File: config.mk
export PLATFORM = sky130hd
export DESIGN_NAME = fog_phase_ramp_gen
export DESIGN_NICKNAME = d
export VERILOG_FILES = /design/src/rtl/fog_phase_ramp_gen.sv
export SDC_FILE = /design/constraint.sdc
export NUM_CORES = 1
export LEC_CHECK = 0
export BUFFER_PORTS_ARGS = -buffer_cell sky130_fd_sc_hd__buf_4
export CAP_MARGIN = 20
export CORE_ASPECT_RATIO = 1.25
export CORE_UTILIZATION = 25
export DETAILED_ROUTE_END_ITERATION = 7
export HOLD_SLACK_MARGIN = 0.02
export SLEW_MARGIN = 0
export SYNTH_ARGS = -nofsm -noshare
export SYNTH_HDL_FRONTEND = slang
export SYNTH_SLANG_ARGS = --single-unit
File: constraint.sdc
create_clock -name i_clk -period 7.1 [get_ports i_clk]
set_input_delay 0.71 -clock i_clk [delete_from_list [all_inputs] [get_ports i_clk]]
set_output_delay 0.71 -clock i_clk [all_outputs]
set_load 0.05 [all_outputs]
File: src/rtl/fog_phase_ramp_gen.sv
// fog_phase_ramp_gen: FOG closed-loop rate integrator, 2pi phase ramp and phase-modulator DAC word.
// Latency: trigger at edge T -> o_step at T+3, o_ramp at T+4, o_dac/o_rate_valid/o_ramp_sync at T+5.
// Backpressure: none; triggers arriving while busy are dropped and counted. Optional FOG_STEP_LIMIT_EN clamps o_step.
module fog_phase_ramp_gen #(
  parameter int          DAC_W    = 16,
  parameter logic [31:0] STEP_LIM = 32'h0400_0000
) (
  input  logic             i_clk,
  input  logic             i_rst,
  input  logic             i_stepTrig,
  input  logic [31:0]      i_err,
  input  logic [4:0]       i_gain_sel,
  input  logic             i_loop_en,
  input  logic [31:0]      i_const_step,
  input  logic [31:0]      i_mod,
  output logic [31:0]      o_step,
  output logic [31:0]      o_ramp,
  output logic [DAC_W-1:0] o_dac,
  output logic             o_rate_valid,
  output logic             o_ramp_sync,
  output logic             o_busy,
  output logic [7:0]       o_trig_drop,
  output logic [2:0]       o_state
);

  typedef enum logic [2:0] {
    IDLE  = 3'd0,
    SCALE = 3'd1,
    STEP  = 3'd2,
    RAMP  = 3'd3,
    OUT   = 3'd4
  } state_t;

  state_t r_state, w_state_nxt;

  logic signed [31:0] r_err;
  logic [4:0]         r_gain;
  logic               r_loop;
  logic [31:0]        r_cstep;
  logic signed [31:0] r_err_s;
  logic signed [31:0] r_step;
  logic [31:0]        r_ramp;
  logic               r_wrap;
  logic [DAC_W-1:0]   r_dac_i;
  logic               r_fire;
  logic               r_sync_i;
  logic [7:0]         r_drop;
  logic [31:0]        r_o_step;
  logic [31:0]        r_o_ramp;
  logic [DAC_W-1:0]   r_o_dac;
  logic               r_o_vld;
  logic               r_o_sync;

  logic signed [31:0] w_err_s;
  logic [32:0]        w_sum33;
  logic [31:0]        w_step_sat;
  logic [31:0]        w_step_new;
  logic [31:0]        w_step_lim;
  logic [32:0]        w_ramp_sum;
  logic [31:0]        w_phase;

  // Arithmetic shift floors toward -inf, which matches the signed error scaling.
  assign w_err_s    = r_err >>> r_gain;
  assign w_sum33    = {r_step[31], r_step} + {r_err_s[31], r_err_s};
  assign w_step_sat = (w_sum33[32] != w_sum33[31]) ?
                      (w_sum33[32] ? 32'h8000_0000 : 32'h7FFF_FFFF) : w_sum33[31:0];
  assign w_step_new = r_loop ? w_step_sat : r_cstep;

`ifdef FOG_STEP_LIMIT_EN
  logic signed [31:0] w_lim_pos;
  logic signed [31:0] w_lim_neg;
  assign w_lim_pos  = $signed(STEP_LIM);
  assign w_lim_neg  = -$signed(STEP_LIM);
  assign w_step_lim = ($signed(w_step_new) > w_lim_pos) ? w_lim_pos :
                      ($signed(w_step_new) < w_lim_neg) ? w_lim_neg : w_step_new;
`else
  assign w_step_lim = w_step_new;
`endif

  // The ramp is unsigned mod 2^32; a signed step wraps on carry (step >= 0) or borrow (step < 0).
  assign w_ramp_sum = {1'b0, r_ramp} + {1'b0, r_step};
  assign w_phase    = r_ramp + i_mod;

  // State register.
  always_ff @(posedge i_clk) begin
    if (i_rst) r_state <= IDLE;
    else       r_state <= w_state_nxt;
  end

  // Next-state logic: a fixed walk through the update sequence, started by a trigger in IDLE.
  always_comb begin
    w_state_nxt = r_state;
    case (r_state)
      IDLE:    if (i_stepTrig) w_state_nxt = SCALE;
      SCALE:   w_state_nxt = STEP;
      STEP:    w_state_nxt = RAMP;
      RAMP:    w_state_nxt = OUT;
      OUT:     w_state_nxt = IDLE;
      default: w_state_nxt = IDLE;
    endcase
  end

  // Datapath: each state performs its one step of the update on the edge that leaves it.
  always_ff @(posedge i_clk) begin
    if (i_rst) begin
      r_err    <= '0;
      r_gain   <= '0;
      r_loop   <= 1'b0;
      r_cstep  <= '0;
      r_err_s  <= '0;
      r_step   <= '0;
      r_ramp   <= '0;
      r_wrap   <= 1'b0;
      r_dac_i  <= '0;
      r_fire   <= 1'b0;
      r_sync_i <= 1'b0;
    end else begin
      r_fire <= 1'b0;
      case (r_state)
        IDLE: if (i_stepTrig) begin
          r_err   <= i_err;
          r_gain  <= i_gain_sel;
          r_loop  <= i_loop_en;
          r_cstep <= i_const_step;
        end
        SCALE: r_err_s <= w_err_s;
        STEP:  r_step  <= w_step_lim;
        RAMP: begin
          r_ramp <= w_ramp_sum[31:0];
          r_wrap <= r_step[31] ? ~w_ramp_sum[32] : w_ramp_sum[32];
        end
        OUT: begin
          r_dac_i  <= w_phase[31:32-DAC_W];
          r_fire   <= 1'b1;
          r_sync_i <= r_wrap;
        end
        default: ;
      endcase
    end
  end

  // Output stage: registered copies so every output lands one cycle after its internal value.
  always_ff @(posedge i_clk) begin
    if (i_rst) begin
      r_o_step <= '0;
      r_o_ramp <= '0;
      r_o_dac  <= '0;
      r_o_vld  <= 1'b0;
      r_o_sync <= 1'b0;
    end else begin
      r_o_step <= r_step;
      r_o_ramp <= r_ramp;
      r_o_dac  <= r_dac_i;
      r_o_vld  <= r_fire;
      r_o_sync <= r_fire & r_sync_i;
    end
  end

  // Saturating count of triggers that arrive while an update is in flight.
  always_ff @(posedge i_clk) begin
    if (i_rst)
      r_drop <= '0;
    else if (i_stepTrig && (r_state != IDLE) && (r_drop != 8'hFF))
      r_drop <= r_drop + 8'd1;
  end

  assign o_step       = r_o_step;
  assign o_ramp       = r_o_ramp;
  assign o_dac        = r_o_dac;
  assign o_rate_valid = r_o_vld;
  assign o_ramp_sync  = r_o_sync;
  assign o_busy       = (r_state != IDLE);
  assign o_trig_drop  = r_drop;
  assign o_state      = r_state;

endmodule

### After elaboration in Yosys (flattened, before gate mapping)

Cells that the tools add are included.

| operators by class | value |
|---|---|
| $add $sub $neg | 4 |
| eq/ne operators | 7 |
| mux-type cells | 7 |
| shift-type cells | 1 |
| reduce and logical (&&, ||, !) cells | 5 |
| bitwise gates (word level) | 2 |

Operator list:

| operator | number |
|---|---|
| 32-bit 2-to-1 mux | 3 |
| 32-bit by 32-bit adder with 33-bit output | 2 |
| 32-bit adder | 1 |
| 32-bit by 5-bit >>> shifter with 32-bit output | 1 |
| 3-bit case mux with 4 select lines | 1 |
| 8-bit by 1-bit adder with 8-bit output (second input constant) | 1 |
| 8-bit != test (second input constant) | 1 |
| 3-bit by 2-bit equality test with 1-bit output (second input constant) | 2 |
| 3-bit by 1-bit equality test with 1-bit output (second input constant) | 1 |
| 3-bit equality test (second input constant) | 1 |
| 3-bit zero test | 1 |
| 3-bit 2-to-1 mux | 1 |
| 3-bit nonzero test | 1 |
| 1-bit logical AND | 2 |
| 1-bit 2-to-1 mux | 2 |
| 2-bit != test (second input constant) | 1 |
| 2-bit AND reduction | 1 |
| 1-bit AND | 1 |
| 1-bit != test | 1 |
| 1-bit NOT | 1 |

| storage, ports and cells | value |
|---|---|
| word-level logic and storage cells | 44 |
| output and inout bits | 94 |
| input port bits | 105 |
| bits in registers | 278 |

### Logic depth before layout (Yosys ltp)

Gate-level depths: netlist of the first run.

| logic depth | value |
|---|---|
| depth after elaboration | 4 |
| mapped depth | 13 |
| gate-level depth less buffers | 12 |

### Worst setup path after synthesis of the first run

Ideal clock, no wire load.

| path | value |
|---|---|
| kind | reg-to-reg |
| from | register r_step[0] |
| to | register r_ramp[28] |
| arrival | 2,951 ps |
| stages on the path, launching flop included | 12 |
| period minus slack after synthesis | 3,069 ps |
| setup time | 117 ps |
| data required time | 6,983 ps |
| buffers on the path | 0 |
| slack | 4,031 ps |
| cells stage by stage | dfxtp_1 -> ha_1 -> fa_1 -> a21oi_1 -> nor2b_1 -> a311o_1 -> a41o_1 -> o311a_1 -> o21a_1 -> o21a_1 -> or3_1 -> a32o_1 |

| between the ends | value |
|---|---|
| cells in the longest elaborated chain, start to end | 1 |

RTL lines:

| item | line | RTL |
|---|---|---|
| from (decl) | 41 | `logic signed [31:0] r_step;` |
| from (signal assigned) | 127 | `STEP: r_step <= w_step_lim;` |
| 32-bit by 32-bit adder with 33-bit output | 81 | `assign w_ramp_sum = {1'b0, r_ramp} + {1'b0, r_step};` |
| to (signal assigned) | 129 | `r_ramp <= w_ramp_sum[31:0];` |
| to (decl) | 42 | `logic [31:0] r_ramp;` |

No other way between the ends.
A chain may end at the register's enable or synchronous reset.

### Final worst setup path of the first run

| path | value |
|---|---|
| from | register r_step[0] |
| to | register r_step[18] |

| between the ends | value |
|---|---|
| cells in the longest elaborated chain, start to end | 4 |
| elaborated cells between the ends (all ways) | 5 |
| classes of those cells | add/sub: 1; eq/ne: 1; mux: 3 |

RTL lines:

| item | line | RTL |
|---|---|---|
| 32-bit by 32-bit adder with 33-bit output * | 64 | `assign w_sum33 = {r_step[31], r_step} + {r_err_s[31], r_err_s};` |
| 32-bit 2-to-1 mux / 1-bit != test (equally long branches) | 66, 65 |  |
| 32-bit 2-to-1 mux * | 65 | `assign w_step_sat = (w_sum33[32] != w_sum33[31]) ?` |
| 32-bit 2-to-1 mux * | 67 | `assign w_step_new = r_loop ? w_step_sat : r_cstep;` |

Mark *: on every way between the ends. The rest lies on a longest branch, timed or not.

==> reports/summary.json, run 1 <==
{
  "worst_setup_path": {
    "timing.critical_path.cells": "ha_1 > inv_1 > fa_1 > nor2b_1 > o2111ai_1 > a21oi_1 > o21ai_2 > a211oi_2 > o21ai_4 > mux2i_4 > nand3b_1 > a2111oi_0",
    "r2r-start": "r_step[0]",
    "worst-path-buf-inv": 1,
    "timing.reg2reg.worst_path_depth": 12,
    "crit_start": "r_step[0]",
    "critPathArrivalTime_ns": 4.16,
    "cp-start-kind": "register",
    "cp_slowest_cell": "sky130_fd_sc_hd__mux2i_4",
    "timing.critical_path.depth": 12,
    "crit_path_end": "r_step[18]",
    "criticalPathCategory": "reg2reg",
    "slowest_delay_ns": 0.77,
    "worst_path_dominant_cell_family": "compound AO/OA/AOI/OAI gates",
    "critical_path.max_fanout": 26,
    "reg2reg_slack_ns": 3.37,
    "critPathCaptureType": "register",
    "worst-endpoint-required_ns": 7.52,
    "timing.rr.end": "r_step[18]"
  },
  "synth": {
    "synth-warning-count": 0,
    "synth_enable_flop_cells": 0,
    "post_synth_main_area_contributors": "sky130_fd_sc_hd__dfxtp_1 37%, sky130_fd_sc_hd__nand2_1 8.0%, sky130_fd_sc_hd__ha_1 7.8%",
    "netlist.area_leader.share_pct": 36.7,
    "yosysMostFrequentCell": "sky130_fd_sc_hd__nand2_1",
    "synth_sequential_area_ratio_pct": 36.7,
    "ys_seq_elements": 278,
    "share_of_synthesized_registers_carrying_an_async_set_or_reset_pct": 0,
    "synth.distinct_cells": 78,
    "syn_area_um2": 15200,
    "syn-mean-instance-area_um2": 8.17,
    "syn-num-nets": 2060,
    "primary_flip_flop_cell_chosen_by_synthesis_mapping": "sky130_fd_sc_hd__dfxtp_1",
    "synthesis.instances": 1858,
    "synth_area_leader_cell": "sky130_fd_sc_hd__dfxtp_1",
    "yosys-top-cells-count": "322 x sky130_fd_sc_hd__nand2_1, 278 x sky130_fd_sc_hd__dfxtp_1, 213 x sky130_fd_sc_hd__a21oi_1, 143 x sky130_fd_sc_hd__nor2_1, 95 x sky130_fd_sc_hd__ha_1"
  },
  "final_layout": {
    "final.fill_count": 6374,
    "multi_input_comb_area_um2": 9060,
    "flow.area_growth_from_synthesis_pct": 22.0,
    "insertedDiodeCount": 0,
    "storage_element_area_um2": 5570,
    "layout.nets": 2197,
    "finish.utilization_pct": 31.0,
    "final_cells": 2786,
    "drive_above_1_share_pct": 15.8
  },
  "clocking": {
    "cts_hold_buf": 0,
    "ctsResizeCount": 0,
    "clk_root_buffer_cell": "sky130_fd_sc_hd__clkbuf_16",
    "clock_path_buffers": 3,
    "clock_sink_count": 278,
    "post_cts.repair.setup_buffers": 0,
    "cts-buffers-inserted": 34,
    "tritoncts": "built",
    "cts_htree_levels": 2,
    "clock_insertion_delay_worst_skew_ns": 0.56,
    "register_clock_pin_slew_on_the_reported_worst_setup_and_hold_paths_ns": 0.06
  },
  "power": {
    "sequentialPowerShare_pct": 40.0,
    "total_switching_power_mw": 1.25,
    "power.share.switching_pct": 29.2,
    "p_int_mw": 3.03,
    "clockPowerShare_pct": 43.2,
    "p_leak_nw": 7.76,
    "share_comb_of_total_power_pct": 16.8,
    "power_density_nw_per_um2": 231,
    "vdd_drop_max_mv": 0.116,
    "report.power.total_mw": 4.28
  },
  "place": {
    "dp_hpwl_um": 38200,
    "buffer_ports.inserted": 198,
    "placedCellCount": 2724,
    "place_congestion": 0.941
  },
  "floorplan": {
    "num_io_pins": 199,
    "coreArea_um2": 59800,
    "die_w_um": 222,
    "die_height_um": 277,
    "initial_utilization_pct": 25.4,
    "die_outline_area_um2": 61700,
    "placement_rows": 100
  },
  "detailed_routing": {
    "drt-met1-wl_um": 21700,
    "dr_wl_met3_um": 2160,
    "top_layer": "met4",
    "drcViolationCount": 0,
    "drt-initial-drc-count": 734,
    "via_count": 13700,
    "average_routed_wire_per_standard_cell_um": 17.9,
    "detailroute.wirelength.met2_um": 24600,
    "detail-route-antenna-nets": 0,
    "firstDrtPassIters": 5,
    "totalWireLength_um": 49900,
    "viasPerCell": 4.92
  },
  "outcome": {
    "outcome": "finished, final reports clean"
  },
  "min_path": {
    "min_path_type": "in2reg"
  },
  "grt": {
    "number_of_antenna_violations_at_the_first_check_in_global_routing": 0,
    "grt_pass1_vias": 13600,
    "grt_pass1_wl_um": 77800,
    "grt-ovfl-total": 0,
    "grtUsageTotal_pct": 15.9,
    "largest_net_degree_at_the_start_of_global_routing": 98
  },
  "timing": {
    "fin_worst_skew_ns": 0.0277,
    "fin_crit_ns": 3.73,
    "number_of_setup_violations_in_the_final_report": 0,
    "setup_tns_ns": 0,
    "achievable-frequency_mhz": 268,
    "rsz0062_at_grt": "no",
    "worst-slew-pin-transition_ns": 1.05,
    "final_max_slew_viol_count": 0,
    "max-slew-margin-rel_pct": 29.6,
    "finalHoldViolCount": 0,
    "min_period_over_period_pct": 52.6
  },
  "flow_run": {
    "maxCapViolCount": 0
  }
}
layout by cell type, fill, tap and decap left out, types with 6 or more instances in the layout:
cell	count
sky130_fd_sc_hd__a2111oi_0	9
sky130_fd_sc_hd__a211oi_1	25
sky130_fd_sc_hd__a21o_1	41
sky130_fd_sc_hd__a21oi_1	213
sky130_fd_sc_hd__a31oi_1	17
sky130_fd_sc_hd__and2_1	13
sky130_fd_sc_hd__buf_4	212
sky130_fd_sc_hd__clkbuf_16	35
sky130_fd_sc_hd__clkbuf_8	8
sky130_fd_sc_hd__clkinv_2	6
sky130_fd_sc_hd__dfxtp_1	278
sky130_fd_sc_hd__ha_1	95
sky130_fd_sc_hd__inv_1	32
sky130_fd_sc_hd__mux2_2	11
sky130_fd_sc_hd__mux2i_1	37
sky130_fd_sc_hd__mux4_2	12
sky130_fd_sc_hd__nand2_1	321
sky130_fd_sc_hd__nand2b_1	7
sky130_fd_sc_hd__nand3_1	35
sky130_fd_sc_hd__nand3b_1	7
sky130_fd_sc_hd__nand4_1	13
sky130_fd_sc_hd__nor2_1	143
sky130_fd_sc_hd__nor2b_1	89
sky130_fd_sc_hd__nor3_1	33
sky130_fd_sc_hd__o211ai_1	29
sky130_fd_sc_hd__o21a_1	11
sky130_fd_sc_hd__o21ai_0	67
sky130_fd_sc_hd__o21bai_1	6
sky130_fd_sc_hd__o22ai_1	15
sky130_fd_sc_hd__o2bb2ai_1	7
sky130_fd_sc_hd__o41ai_1	7
sky130_fd_sc_hd__o41ai_2	6
sky130_fd_sc_hd__or3_1	12
sky130_fd_sc_hd__xnor2_1	38
sky130_fd_sc_hd__xor2_1	20
stage by stage:
| step | hold WS [ns] | setup slack (ns) | cell area, µm² |
|---|---|---|---|
| final | 0.406 | 3.37 | 18500 |
| after floorplan | 0.427 | 4.03 | 15200 |
| after global routing | 0.387 | 2.99 | 18500 |
| after CTS | 0.381 | 3.38 | 18500 |
| after detailed placement | 0.442 | 3.41 | 17300 |
| after global placement | 0.439 | 3.49 | 17300 |
flip-flops by register name, summed over array words and instances, names as in the netlist, 16 cells and up:
register and cells:
r_ramp 32, r_err_s 32, r_dac_i 16, o_step 32, o_ramp 32, r_step 32, r_err 32, o_dac 16
r_cstep 32
tightest hold or removal path, stage by stage:
cell and delay, ns:
sky130_fd_sc_hd__buf_4 0.11, sky130_fd_sc_hd__nand2_1 0.05, sky130_fd_sc_hd__a21oi_1 0.05
cells by family (layout without fill, tap and decap cells):
kind of cell             count (synthesis)  in the layout  synth area share, %
adder cells (fa/ha/maj)                 97             97                 8.10
XOR/XNOR                                58             58                 3.35
multiplexers                            61             61                 5.19
AND/OR/NAND/NOR                        698            698                 20.8
buffers and inverters                  144            307                 3.66
flip-flops                             278            278                 36.7
AO/OA/AOI/OAI                          522            522                 22.3
how the worst min path moves through the flow:
stage	to	from	slack (ns)	cells after the start
after global routing	r_cstep[10]	i_const_step[10]	0.39	3
after detailed placement	r_dac_i[5]	r_dac_i[5]	0.44	2
after CTS	r_cstep[16]	i_const_step[16]	0.38	3
after floorplan	r_dac_i[8]	r_dac_i[8]	0.43	2
final	r_cstep[10]	i_const_step[10]	0.41	3
after global placement	r_dac_i[8]	r_dac_i[8]	0.44	2
routing by layer:
metal  track usage (%)  vias up
li1                  -     6882
met1              19.8     6410
met2              28.0      345
met3              2.44       70
met4              4.85        0
met5                 0        -
power by group through the flow:
stage,combinational (mW),sequential (mW),clock [mW]
final,0.718,1.71,1.85
after CTS,0.724,1.71,1.90
after global placement,0.717,1.75,0
after global routing,0.794,1.72,1.96
after floorplan,0.475,1.74,0
after detailed placement,0.721,1.75,0
final cells by class:
| class | count | area share, % |
|---|---|---|
| multi-input combinational | 1436 | 49.0 |
| sequential | 278 | 30.1 |
| timing repair buffer | 213 | 8.67 |
| clock buffer | 46 | 5.33 |
| tap | 765 | 5.17 |
| clock inverter | 16 | 1.16 |
| inverter | 32 | 0.649 |
No activity file was read; power rests on OpenSTA's default activity.
==> run 2, diff against run 1 <==
==> constraint.sdc (replaced) <==
create_clock -name i_clk -period 3.3 [get_ports i_clk]
set_input_delay 0.33 -clock i_clk [delete_from_list [all_inputs] [get_ports i_clk]]
set_output_delay 0.33 -clock i_clk [all_outputs]
set_load 0.05 [all_outputs]
==> reports/summary.json, run 2 (synthesis results as in run 1) <==
{
  "detailed_routing": {
    "drt-initial-drc-count": {"value": 650, "change": "-11%"},
    "detail-route-antenna-nets": {"value": 0, "change": "unchanged"},
    "totalWireLength": {"value": 50400, "unit": "µm", "change": "+1.0%"},
    "via_count": {"value": 14300, "change": "+4.5%"},
    "average_routed_wire_per_standard_cell": {"value": 17.3, "unit": "µm", "change": "-3.5%"},
    "drcViolationCount": {"value": 0, "change": "unchanged"},
    "firstDrtPassIters": {"value": 5, "change": "unchanged"},
    "viasPerCell": {"value": 4.91, "change": "-0.16%"}
  },
  "power": {
    "p_leak": {"value": 8.34, "unit": "nW", "change": "+7.5%"},
    "power_density": {"value": 460, "unit": "nW/µm²", "change": "+99%"},
    "vdd_drop_max": {"value": 0.418, "unit": "mV", "change": "+260%"}
  },
  "final_layout": {
    "leading_cell_types_in_the_layout_fill_and_taps_excluded": "321 x sky130_fd_sc_hd__nand2_1, 276 x sky130_fd_sc_hd__buf_4, 275 x sky130_fd_sc_hd__dfxtp_1, 210 x sky130_fd_sc_hd__a21oi_1, 143 x sky130_fd_sc_hd__nor2_1",
    "layout.cell_area.non_filler": {"value": 19800, "unit": "µm²", "change": "+7.1%"},
    "final.fill_count": {"value": 6276, "change": "-1.5%"},
    "finish.utilization": {"value": 33.1, "unit": "%", "change": "+2.2 points"},
    "drive_above_1_share": {"value": 19.0, "unit": "%", "change": "+3.2 points"},
    "layout.nets": {"value": 2330, "change": "+6.1%"},
    "mostFrequentLayoutCell": "sky130_fd_sc_hd__nand2_1",
    "flow.area_growth_from_synthesis_pct": 30.6,
    "insertedDiodeCount": {"value": 0, "change": "unchanged"}
  },
  "min_path": {
    "hp-start": "i_const_step[30]",
    "hold_path_end": "r_cstep[30]",
    "hold_depth": {"value": 3, "change": "unchanged"},
    "min_path_type": "in2reg"
  },
  "grt": {
    "number_of_antenna_violations_at_the_first_check_in_global_routing": {"value": 0, "change": "unchanged"},
    "grt-ovfl-total": {"value": 0, "change": "unchanged"},
    "grt_pass1_vias": {"value": 14200, "change": "+4.1%"},
    "grtUsageTotal": {"value": 15.9, "unit": "%", "change": "-0.033 points"},
    "grt_pass1_wl": {"value": 78300, "unit": "µm", "change": "+0.68%"},
    "largest_net_degree_at_the_start_of_global_routing": {"value": 105, "change": "+7.1%"}
  },
  "worst_setup_path": {
    "critPathArrivalTime": {"value": 3.64, "unit": "ns", "change": "-0.52 ns"},
    "timing.reg2reg.worst_path_depth": {"value": 11, "change": "-1"},
    "worst-endpoint-required": {"value": 3.77, "unit": "ns", "change": "-3.75 ns"},
    "criticalPathCategory": "reg2reg",
    "r2r-start": "r_step[0]",
    "critPathCaptureType": "register",
    "cp-start-kind": "register",
    "critical_path.max_fanout": {"value": 4, "change": "-85%"},
    "timing.rr.end": "r_ramp[28]",
    "reg2reg_slack": {"value": 0.12, "unit": "ns", "change": "-3.24 ns"}
  },
  "floorplan": {
    "die_w": {"value": 222, "unit": "µm", "change": "unchanged"},
    "num_io_pins": {"value": 199, "change": "unchanged"},
    "coreArea": {"value": 59800, "unit": "µm²", "change": "unchanged"},
    "initial_utilization": {"value": 25.4, "unit": "%", "change": "unchanged"},
    "placement_rows": {"value": 100, "change": "unchanged"},
    "die_height": {"value": 277, "unit": "µm", "change": "unchanged"},
    "die_outline_area": {"value": 61700, "unit": "µm²", "change": "unchanged"}
  },
  "clocking": {
    "register_clock_pin_slew_on_the_reported_worst_setup_and_hold_paths": {"value": 0.06, "unit": "ns", "change": "about the same"},
    "tritoncts": "built",
    "clock_sink_count": {"value": 278, "change": "unchanged"},
    "cts_htree_levels": {"value": 1, "change": "-1"},
    "clk_root_buffer_cell": "sky130_fd_sc_hd__clkbuf_16",
    "clock_insertion_delay_worst_skew": {"value": 0.58, "unit": "ns", "change": "+0.02 ns"},
    "cts-buffers-inserted": {"value": 31, "change": "-8.8%"},
    "clock_path_buffers": {"value": 3, "change": "unchanged"}
  },
  "timing": {
    "max-slew-margin-rel": {"value": 37.5, "unit": "%", "change": "+7.9 points"},
    "fin_worst_skew": {"value": 0.0134, "unit": "ns", "change": "-0.0143 ns"},
    "worst-slew-pin-transition": {"value": 0.937, "unit": "ns", "change": "-0.118 ns"},
    "finalHoldViolCount": {"value": 0, "change": "unchanged"},
    "min_period_over_period": {"value": 96.2, "unit": "%", "change": "+44 points"},
    "fin_crit": {"value": 3.18, "unit": "ns", "change": "-0.555 ns"},
    "setup_tns": {"value": 0, "unit": "ns", "change": "unchanged"},
    "achievable-frequency": {"value": 315, "unit": "MHz", "change": "+17%"},
    "final_max_slew_viol_count": {"value": 0, "change": "unchanged"},
    "number_of_setup_violations_in_the_final_report": {"value": 0, "change": "unchanged"},
    "worst_hold_slack": {"value": 0.0467, "unit": "ns", "change": "-0.359 ns"}
  },
  "place": {
    "dp_hpwl": {"value": 39000, "unit": "µm", "change": "+2.1%"},
    "place_congestion": {"value": 0.913, "change": "-3.0%"},
    "buffer_ports.inserted": {"value": 198, "change": "unchanged"},
    "postPlaceCellArea": {"value": 17800, "unit": "µm²", "change": "+2.9%"}
  },
  "outcome": {
    "outcome": "finished, final reports clean"
  },
  "flow_run": {
    "maxCapViolCount": {"value": 0, "change": "unchanged"}
  }
}
## run 2: worst max-delay path, cell delays in order, from the launching register on
cell and delay (ns):
sky130_fd_sc_hd__dfxtp_1 0.32, sky130_fd_sc_hd__ha_2 0.20, sky130_fd_sc_hd__fa_2 0.35, sky130_fd_sc_hd__a21oi_2 0.13, sky130_fd_sc_hd__nor2b_1 0.07, sky130_fd_sc_hd__a311o_1 0.37
sky130_fd_sc_hd__a41o_1 0.25, sky130_fd_sc_hd__o311a_4 0.40, sky130_fd_sc_hd__o21a_4 0.22, sky130_fd_sc_hd__o21a_1 0.18, sky130_fd_sc_hd__or3_1 0.30, sky130_fd_sc_hd__a32o_1 0.25
## run 2: cell type report
type | instances | area [µm²] | area share, %
multi-input cells | 1436 | 9250 | 46.7
repair buffers | 349 | 2830 | 14.3
clock inverters | 19 | 253 | 1.27
well taps | 765 | 957 | 4.83
clock buffers | 38 | 842 | 4.25
inverters | 32 | 120 | 0.606
flip-flops and latches | 278 | 5570 | 28.1
## run 2: stage by stage
step                      power, mW  cells  setup WS [ns]
after floorplan                4.77   1858          0.231
after global placement         5.38   2787        -0.0314
after detailed placement       5.39   2787        -0.0179
after CTS                      9.21   2913       -0.00234
after global routing           9.55   2917        -0.0142
final                          9.11   2917          0.124
## run 2: how the worst max path moves through the flow
stage              start         end  slack [ns]  cells after the start
6_report       r_step[0]  r_ramp[28]        0.12                     11
3_3_place_gp   r_step[0]  r_ramp[28]       -0.03                     11
4_1_cts        r_step[0]  r_ramp[28]      -0.002                     11
5_1_grt        r_step[0]   r_step[7]       -0.01                     15
2_1_floorplan  r_step[0]  r_ramp[28]        0.23                     11
3_5_place_dp   r_step[0]  r_ramp[28]       -0.02                     11
## run 2: power breakdown
part           total (mW)  internal (mW)  switching, mW
Sequential           3.68           3.52          0.164
Clock                3.70           2.21           1.49
Combinational        1.73          0.704           1.02
## run 2: timing repair
item | 4_1_cts | 5_1_grt
hold buffers | 69 | 0
hold endpoints to repair | 69 | 0
gates resized for setup | 4 | 39
gates cloned | 0 | 0
endpoints found under the setup margin | 12 | 31
pin swaps | 3 | 10
setup buffers | 0 | 4
## run 2: layer usage
| layer | wire (µm) | global-route usage [%] | vias to the layer above |
|---|---|---|---|
| met3 | 2280 | 2.21 | 75 |
| li1 | - | - | 7147 |
| met4 | 1320 | 4.74 | 0 |
| met1 | 21700 | 19.4 | 6735 |
| met2 | 25000 | 28.6 | 371 |
| met5 | 0 | 0 | - |
